**config.mk**
```make
export PLATFORM = sky130hd
export DESIGN_NAME = fft_out_reorder_flat
export DESIGN_NICKNAME = d
export VERILOG_FILES = /design/src/rtl/fft_out_reorder_if.sv /design/src/rtl/fft_out_reorder.sv /design/src/flat_wrapper.sv
export SDC_FILE = /design/constraint.sdc
export NUM_CORES = 2
export LEC_CHECK = 0
export CAP_MARGIN = 10
export CORE_MARGIN = 4
export CORE_UTILIZATION = 55
export CTS_CLUSTER_DIAMETER = 80
export CTS_CLUSTER_SIZE = 28
export DETAILED_ROUTE_END_ITERATION = 12
export DONT_BUFFER_PORTS = 1
export PLACE_DENSITY = 0.8
export SYNTH_ARGS = -nofsm -noshare
export SYNTH_HDL_FRONTEND = slang
export SYNTH_SLANG_ARGS = --single-unit
```
**constraint.sdc**
```tcl
create_clock -name clk -period 11.15 [get_ports clk]
set_input_delay 0.5575 -clock clk [delete_from_list [all_inputs] [get_ports clk]]
set_output_delay 0.5575 -clock clk [all_outputs]
set_load 0.1 [all_outputs]
```
**src/rtl/fft_out_reorder_if.sv**
```systemverilog
// Stream bundle for fft_out_reorder: two-lane bit-reversed input side and
// natural-order output side, plus the sticky overflow flag.
interface fft_out_reorder_if #(
  parameter int BW    = 16,
  parameter int LOG2N = 6
);
  logic             in_valid;
  logic [BW-1:0]    inReal0;
  logic [BW-1:0]    inImag0;
  logic [BW-1:0]    inReal1;
  logic [BW-1:0]    inImag1;
  logic             in_ready;
  logic             out_valid;
  logic             out_ready;
  logic [BW-1:0]    outReal;
  logic [BW-1:0]    outImag;
  logic [LOG2N-1:0] out_index;
  logic             out_last;
  logic             overflow;

  modport master (
    output in_valid, inReal0, inImag0, inReal1, inImag1, out_ready,
    input  in_ready, out_valid, outReal, outImag, out_index, out_last, overflow
  );

  modport slave (
    input  in_valid, inReal0, inImag0, inReal1, inImag1, out_ready,
    output in_ready, out_valid, outReal, outImag, out_index, out_last, overflow
  );
endinterface

```
**src/rtl/fft_out_reorder.sv**
```systemverilog
// Ping-pong reorder buffer: bit-reversed two-lane DIF output in, natural-order
// serial bins out. Pairs are written straight to their bin address.
module fft_out_reorder #(
  parameter int BW    = 16,
  parameter int LOG2N = 6
) (
  input  logic               clk,
  input  logic               nrst,
  fft_out_reorder_if.slave   bus
);
  localparam int N = 1 << LOG2N;

  typedef enum logic [1:0] {EMPTY, FILLING, FULL} buf_state_t;

  buf_state_t       st_q [2];
  buf_state_t       st_d [2];
  logic             wsel_q, wsel_d;
  logic             rsel_q, rsel_d;
  logic [LOG2N-2:0] wp_q, wp_d;
  logic [LOG2N-1:0] rp_q, rp_d;
  logic             ovf_q, ovf_d;

  logic [2*BW-1:0]  mem [2][N];
  logic [2*BW-1:0]  rd_word;
  logic [LOG2N-1:0] addr0, addr1;
  logic             in_ready, rd_valid, wr, rd;

  function automatic logic [LOG2N-1:0] bitrev(input logic [LOG2N-1:0] v);
    logic [LOG2N-1:0] r;
    for (int unsigned i = 0; i < LOG2N; i++) r[i] = v[LOG2N-1-i];
    return r;
  endfunction

  assign in_ready = (st_q[wsel_q] != FULL);
  assign rd_valid = (st_q[rsel_q] == FULL);
  assign wr       = bus.in_valid & in_ready;
  assign rd       = rd_valid & bus.out_ready;
  assign addr0    = bitrev({wp_q, 1'b0});
  assign addr1    = bitrev({wp_q, 1'b1});

  always_ff @(posedge clk or negedge nrst) begin
    if (!nrst) begin
      st_q[0] <= EMPTY;
      st_q[1] <= EMPTY;
      wsel_q  <= 1'b0;
      rsel_q  <= 1'b0;
      wp_q    <= '0;
      rp_q    <= '0;
      ovf_q   <= 1'b0;
    end else begin
      st_q    <= st_d;
      wsel_q  <= wsel_d;
      rsel_q  <= rsel_d;
      wp_q    <= wp_d;
      rp_q    <= rp_d;
      ovf_q   <= ovf_d;
    end
  end

  // A buffer is never written and read in the same cycle (FULL gates both),
  // so the write and read updates below touch disjoint buffer states.
  always_comb begin
    st_d   = st_q;
    wsel_d = wsel_q;
    rsel_d = rsel_q;
    wp_d   = wp_q;
    rp_d   = rp_q;
    ovf_d  = ovf_q | (bus.in_valid & ~in_ready);
    if (wr) begin
      if (st_q[wsel_q] == EMPTY) st_d[wsel_q] = FILLING;
      if (wp_q == '1) begin
        st_d[wsel_q] = FULL;
        wp_d         = '0;
        wsel_d       = ~wsel_q;
      end else begin
        wp_d = wp_q + 1'b1;
      end
    end
    if (rd) begin
      if (rp_q == '1) begin
        st_d[rsel_q] = EMPTY;
        rp_d         = '0;
        rsel_d       = ~rsel_q;
      end else begin
        rp_d = rp_q + 1'b1;
      end
    end
  end

  always_ff @(posedge clk) begin
    if (wr) begin
      mem[wsel_q][addr0] <= {bus.inReal0, bus.inImag0};
      mem[wsel_q][addr1] <= {bus.inReal1, bus.inImag1};
    end
  end

  // Outputs are masked by rd_valid so reset clears them at once and
  // uninitialised memory is never visible.
  assign rd_word       = mem[rsel_q][rp_q];
  assign bus.in_ready  = in_ready;
  assign bus.out_valid = rd_valid;
  assign bus.outReal   = rd_valid ? rd_word[2*BW-1:BW] : '0;
  assign bus.outImag   = rd_valid ? rd_word[BW-1:0]    : '0;
  assign bus.out_index = rd_valid ? rp_q : '0;
  assign bus.out_last  = rd_valid & (rp_q == '1);
  assign bus.overflow  = ovf_q;
endmodule

```
**src/flat_wrapper.sv**
```systemverilog
// flat-port wrapper written by rule: the top's interface ports become plain ports
module fft_out_reorder_flat 
#(
  parameter int BW    = 16,
  parameter int LOG2N = 6
)
  (clk, nrst, bus_in_valid, bus_inReal0, bus_inImag0, bus_inReal1, bus_inImag1, bus_out_ready, bus_in_ready, bus_out_valid, bus_outReal, bus_outImag, bus_out_index, bus_out_last, bus_overflow);
  fft_out_reorder_if #(.BW(BW), .LOG2N(LOG2N)) bus_i ();
  input  logic clk;
  input  logic nrst;
  input wire logic [$bits(bus_i.in_valid)-1:0] bus_in_valid;
  input wire logic [$bits(bus_i.inReal0)-1:0] bus_inReal0;
  input wire logic [$bits(bus_i.inImag0)-1:0] bus_inImag0;
  input wire logic [$bits(bus_i.inReal1)-1:0] bus_inReal1;
  input wire logic [$bits(bus_i.inImag1)-1:0] bus_inImag1;
  input wire logic [$bits(bus_i.out_ready)-1:0] bus_out_ready;
  output wire logic [$bits(bus_i.in_ready)-1:0] bus_in_ready;
  output wire logic [$bits(bus_i.out_valid)-1:0] bus_out_valid;
  output wire logic [$bits(bus_i.outReal)-1:0] bus_outReal;
  output wire logic [$bits(bus_i.outImag)-1:0] bus_outImag;
  output wire logic [$bits(bus_i.out_index)-1:0] bus_out_index;
  output wire logic [$bits(bus_i.out_last)-1:0] bus_out_last;
  output wire logic [$bits(bus_i.overflow)-1:0] bus_overflow;
  assign bus_i.in_valid = bus_in_valid;
  assign bus_i.inReal0 = bus_inReal0;
  assign bus_i.inImag0 = bus_inImag0;
  assign bus_i.inReal1 = bus_inReal1;
  assign bus_i.inImag1 = bus_inImag1;
  assign bus_i.out_ready = bus_out_ready;
  assign bus_in_ready = bus_i.in_ready;
  assign bus_out_valid = bus_i.out_valid;
  assign bus_outReal = bus_i.outReal;
  assign bus_outImag = bus_i.outImag;
  assign bus_out_index = bus_i.out_index;
  assign bus_out_last = bus_i.out_last;
  assign bus_overflow = bus_i.overflow;
  fft_out_reorder #(.BW(BW), .LOG2N(LOG2N)) u_core (.clk(clk), .nrst(nrst), .bus(bus_i));
endmodule
```
==> impl_metrics.py <==
metrics = {
    "run_status": {
        "outcome": "finished, final reports clean",
    },
    "clock_network": {
        "cts_tree": "done",
        "clk_pin_slew_ns": 0.11,
        "worstSkewPairLatency_ns": 0.93,
        "cts-resized-gates": 0,
        "cts_setup_buffers": 0,
        "cts-buffers-inserted": 183,
        "count_of_hold_buffers_inserted_by_post_cts_repair": 110,
        "ctsLongestPathBuffers": 4,
        "clkSinkCount": 4114,
        "root_buffer": "clkbuf_16",
        "clock_tree.htree_level_count": 4,
    },
    "pwr": {
        "clkPwrFrac_pct": 28.4,
        "comb_power_share_pct": 9.3,
        "ir_worst_vdd_uv": 168,
        "seq_power_share_pct": 62.3,
        "switching_share_pct": 23.7,
        "total_switching_power_mw": 6.69,
        "power_leakage_nw": 53.6,
        "cellInternalPower_mw": 21.5,
        "power.density_nw_per_um2": 154,
        "total_power_mw": 28.2,
    },
    "min_path": {
        "hold_path.class": "input pin to flop",
        "hold_path.startpoint": "bus_inReal0[5]",
        "hold-path-endpoint": "u_core.mem[0][1749]",
        "hold_path_depth": 1,
    },
    "die": {
        "boundaryPins": 110,
        "initial_core_util_pct": 55.2,
        "floorplan.die.height_um": 565,
        "fp.dieW_um": 565,
        "coreArea_sq_um": 309000,
        "die_area_sq_um": 319000,
        "num_rows": 204,
    },
    "sta": {
        "number_of_max_slew_violations_in_the_final_report": 0,
        "timing.fmax_ghz": 0.136,
        "share_of_the_clock_period_used_by_the_worst_path_pct": 66.0,
        "worst_pin_slew_ns": 1.45,
        "slew_headroom_pct": 2.72,
        "grt_setup_unrepaired": "no",
        "finalCriticalPeriod_ns": 7.36,
        "hold_viol_final": 0,
        "layout_setup_ws_ns": 3.79,
        "setup_viol_count_final": 0,
        "worst_clock_skew_ns": 0.0727,
        "setup_tns_ns": 0,
    },
    "grt": {
        "global_route_congestion_overflow_total": 0,
        "grt_start_max_net_pins": 148,
        "grt_pass1_vias": 93100,
        "antenna_found_initial": 34,
        "grt.total_usage_pct": 33.3,
        "grt_pass1_wl_um": 737000,
    },
    "yosys": {
        "synth_ff_type": "edfxtp_1",
        "yosys_register_bits": 4114,
        "synth_cell_types": 71,
        "asyncSetResetFlopFracSynth_pct": 0.438,
        "synthesis.area_sq_um": 171000,
        "synth_area_leaders": "edfxtp_1, mux4_2, mux2_2",
        "synth-seq-area-share_pct": 72.4,
        "netlist_top_cells_count": "edfxtp_1, mux2_2, mux4_2",
        "postSynthCellCount": 8609,
        "synth_edf_count": 4096,
        "most_used_standard_cell_by_instance_count_after_synthesis": "edfxtp_1",
        "number_of_synthesis_warnings": 0,
        "synth_top_cell_by_area": "edfxtp_1",
        "average_footprint_of_a_synthesized_cell_sq_um": 19.8,
        "synth_largest_type_area_fraction_pct": 72.1,
        "synth_fp_nets": 8685,
    },
    "finish": {
        "post_route_cells_drive_above_1_share_pct": 29.5,
        "final_core_utilization_pct": 59.2,
        "ff_latch_area_sq_um": 123000,
        "fillCellCount": 21200,
        "multiInputGateArea_sq_um": 44100,
        "number_of_nets_in_the_layout": 8551,
        "synthToLayoutAreaGrowth_pct": 7.30,
    },
    "job": {
        "timing.max_cap.violations": 0,
    },
    "route": {
        "drt_drc": 0,
        "wl_per_cell_um": 42.4,
        "drtAntennaViolNets": 0,
        "avgViaCountPerCell": 7.52,
        "firstDrtPassIters": 8,
        "detail_route.wirelength_um": 539000,
        "drtIter0Drc": 20300,
        "routed-via-count": 95700,
    },
    "worst_setup_path": {
        "criticalPathCategory": "flop to output pin",
        "critical_path_data_required_time_ns": 10.59,
        "reg2reg_depth": 9,
        "worst_path_max_delay_cell": "nor3_1",
        "timing.critical_path.slowest_cell_delay_ns": 1.30,
        "cp-start-kind": "flop",
        "critical_path_arrival_ns": 6.80,
        "critical_path_peak_fanout": 43,
        "cpLargestDelayFamily": "simple AND/OR/NAND/NOR gates",
        "worst_path_most_repeated_cell": "buf_4",
        "timing.critical_path.buf_inv": 2,
        "worstPathCellList": "nand3b_1 -> a211oi_4 -> buf_4 -> nand2_1 -> nor3_1 -> a211oi_1 -> nand3_1 -> buf_4",
        "r2r_start": "u_core.wsel_q",
        "regToRegEndpoint": "u_core.mem[0][1872]",
        "reg2reg_setup_slack_ns": 4.89,
        "crit_path_end_kind": "output pin",
    },
    "placed_design": {
        "post-place-ws_ns": 5.09,
        "gp_congestion": 0.887,
        "place.detailed.hpwl_um": 285000,
        "placement.io_buffers": 0,
    },
}
-- layout by cell type (no fill, tap or decap), types with 16 or more instances in the layout --
| cell | n |
|---|---|
| edfxtp_1 | 4096 |
| mux2_2 | 1034 |
| mux4_2 | 736 |
| mux2i_1 | 663 |
| buf_4 | 250 |
| o22ai_1 | 215 |
| a22oi_1 | 189 |
| clkbuf_16 | 184 |
| a21oi_1 | 119 |
| nand2_1 | 90 |
| nor3_1 | 81 |
| buf_12 | 77 |
| o21ai_0 | 68 |
| nor2_1 | 54 |
| diode_2 | 46 |
| nor2_4 | 46 |
| a221oi_1 | 40 |
| buf_16 | 39 |
| a211oi_1 | 37 |
| nand3_1 | 31 |
| clkbuf_1 | 31 |
| nor2b_1 | 29 |
| mux2_1 | 26 |
| a2111oi_0 | 25 |
| nor3_2 | 24 |
| dlygate4sd3_1 | 23 |
| nand2_2 | 18 |
| o211ai_1 | 16 |
-- per-stage QoR --
stage	cells	hold WS [ns]	instance area, sq um
after floorplan	8609	0.262	171000
after global placement	12300	0.263	175000
after detailed placement	12300	0.263	175000
after CTS	12700	0.00242	183000
after global routing	12700	0.00887	183000
final	12700	0.0170	183000
-- cell families (layout without fill, tap and decap cells) --
logic type	Yosys count	in the layout	synth area share, %
other	0	46	0
buffers and inverters	720	667	2.23
multiplexers	2461	2461	20.6
adder cells (fa/ha/maj)	8	8	0.0587
XOR/XNOR	4	4	0.0205
AO/OA/AOI/OAI	800	800	3.19
AND/OR/NAND/NOR	502	502	1.47
flip-flops	4114	4114	72.4
-- per-layer routing --
metal | track usage, % | part of all wire, % | vias to the layer above
li1 | - | - | 35100
met1 | 44.0 | 32 | 49300
met2 | 47.9 | 43 | 9542
met3 | 11.7 | 17 | 1774
met4 | 19.9 | 7.7 | 14
met5 | 0 | 0.018 | -
-- how the worst max path moves through the flow --
stage | from | to | slack, ns | cells after the start
2_1_floorplan | u_core.wsel_q | u_core.mem[0][1000] | 2.71 | 6
3_3_place_gp | u_core.rp_q[1] | bus_outReal[12] | 5.11 | 9
3_5_place_dp | u_core.rsel_q | bus_outReal[8] | 5.09 | 9
4_1_cts | u_core.rp_q[1] | bus_outReal[12] | 4.10 | 9
5_1_grt | u_core.rsel_q | bus_outImag[7] | 4.00 | 8
6_report | u_core.rsel_q | bus_outImag[12] | 3.79 | 8
-- sequential cells by signal, indices dropped and copies added, names as in the netlist --
signal,flops
u_core.bus.overflow,1
u_core.mem,4096
u_core.rp_q,6
u_core.rsel_q,1
u_core.st_q,4
u_core.wp_q,5
u_core.wsel_q,1
-- power groups by stage --
stage / logic, mW / registers (mW) / clock network, mW
floorplan: 1.33 / 17.9 / 0
CTS: 2.51 / 17.6 / 7.99
finish: 2.62 / 17.6 / 8.03
global placement: 2.03 / 17.9 / 0
detailed placement: 2.10 / 17.9 / 0
global route: 2.64 / 17.6 / 8.56
-- area by class of cell --
| class | instances | area share (%) |
|---|---|---|
| Sequential cell | 4114 | 67.5 |
| Clock inverter | 50 | 0.365 |
| Antenna cell | 46 | 0.0629 |
| Inverter | 10 | 0.0205 |
| Multi-Input combinational cell | 3775 | 24.1 |
| Clock buffer | 216 | 2.59 |
| Timing Repair Buffer | 391 | 2.59 |
| Tap cell | 4120 | 2.82 |
Note: power is estimated with default switching activity, not from simulation.
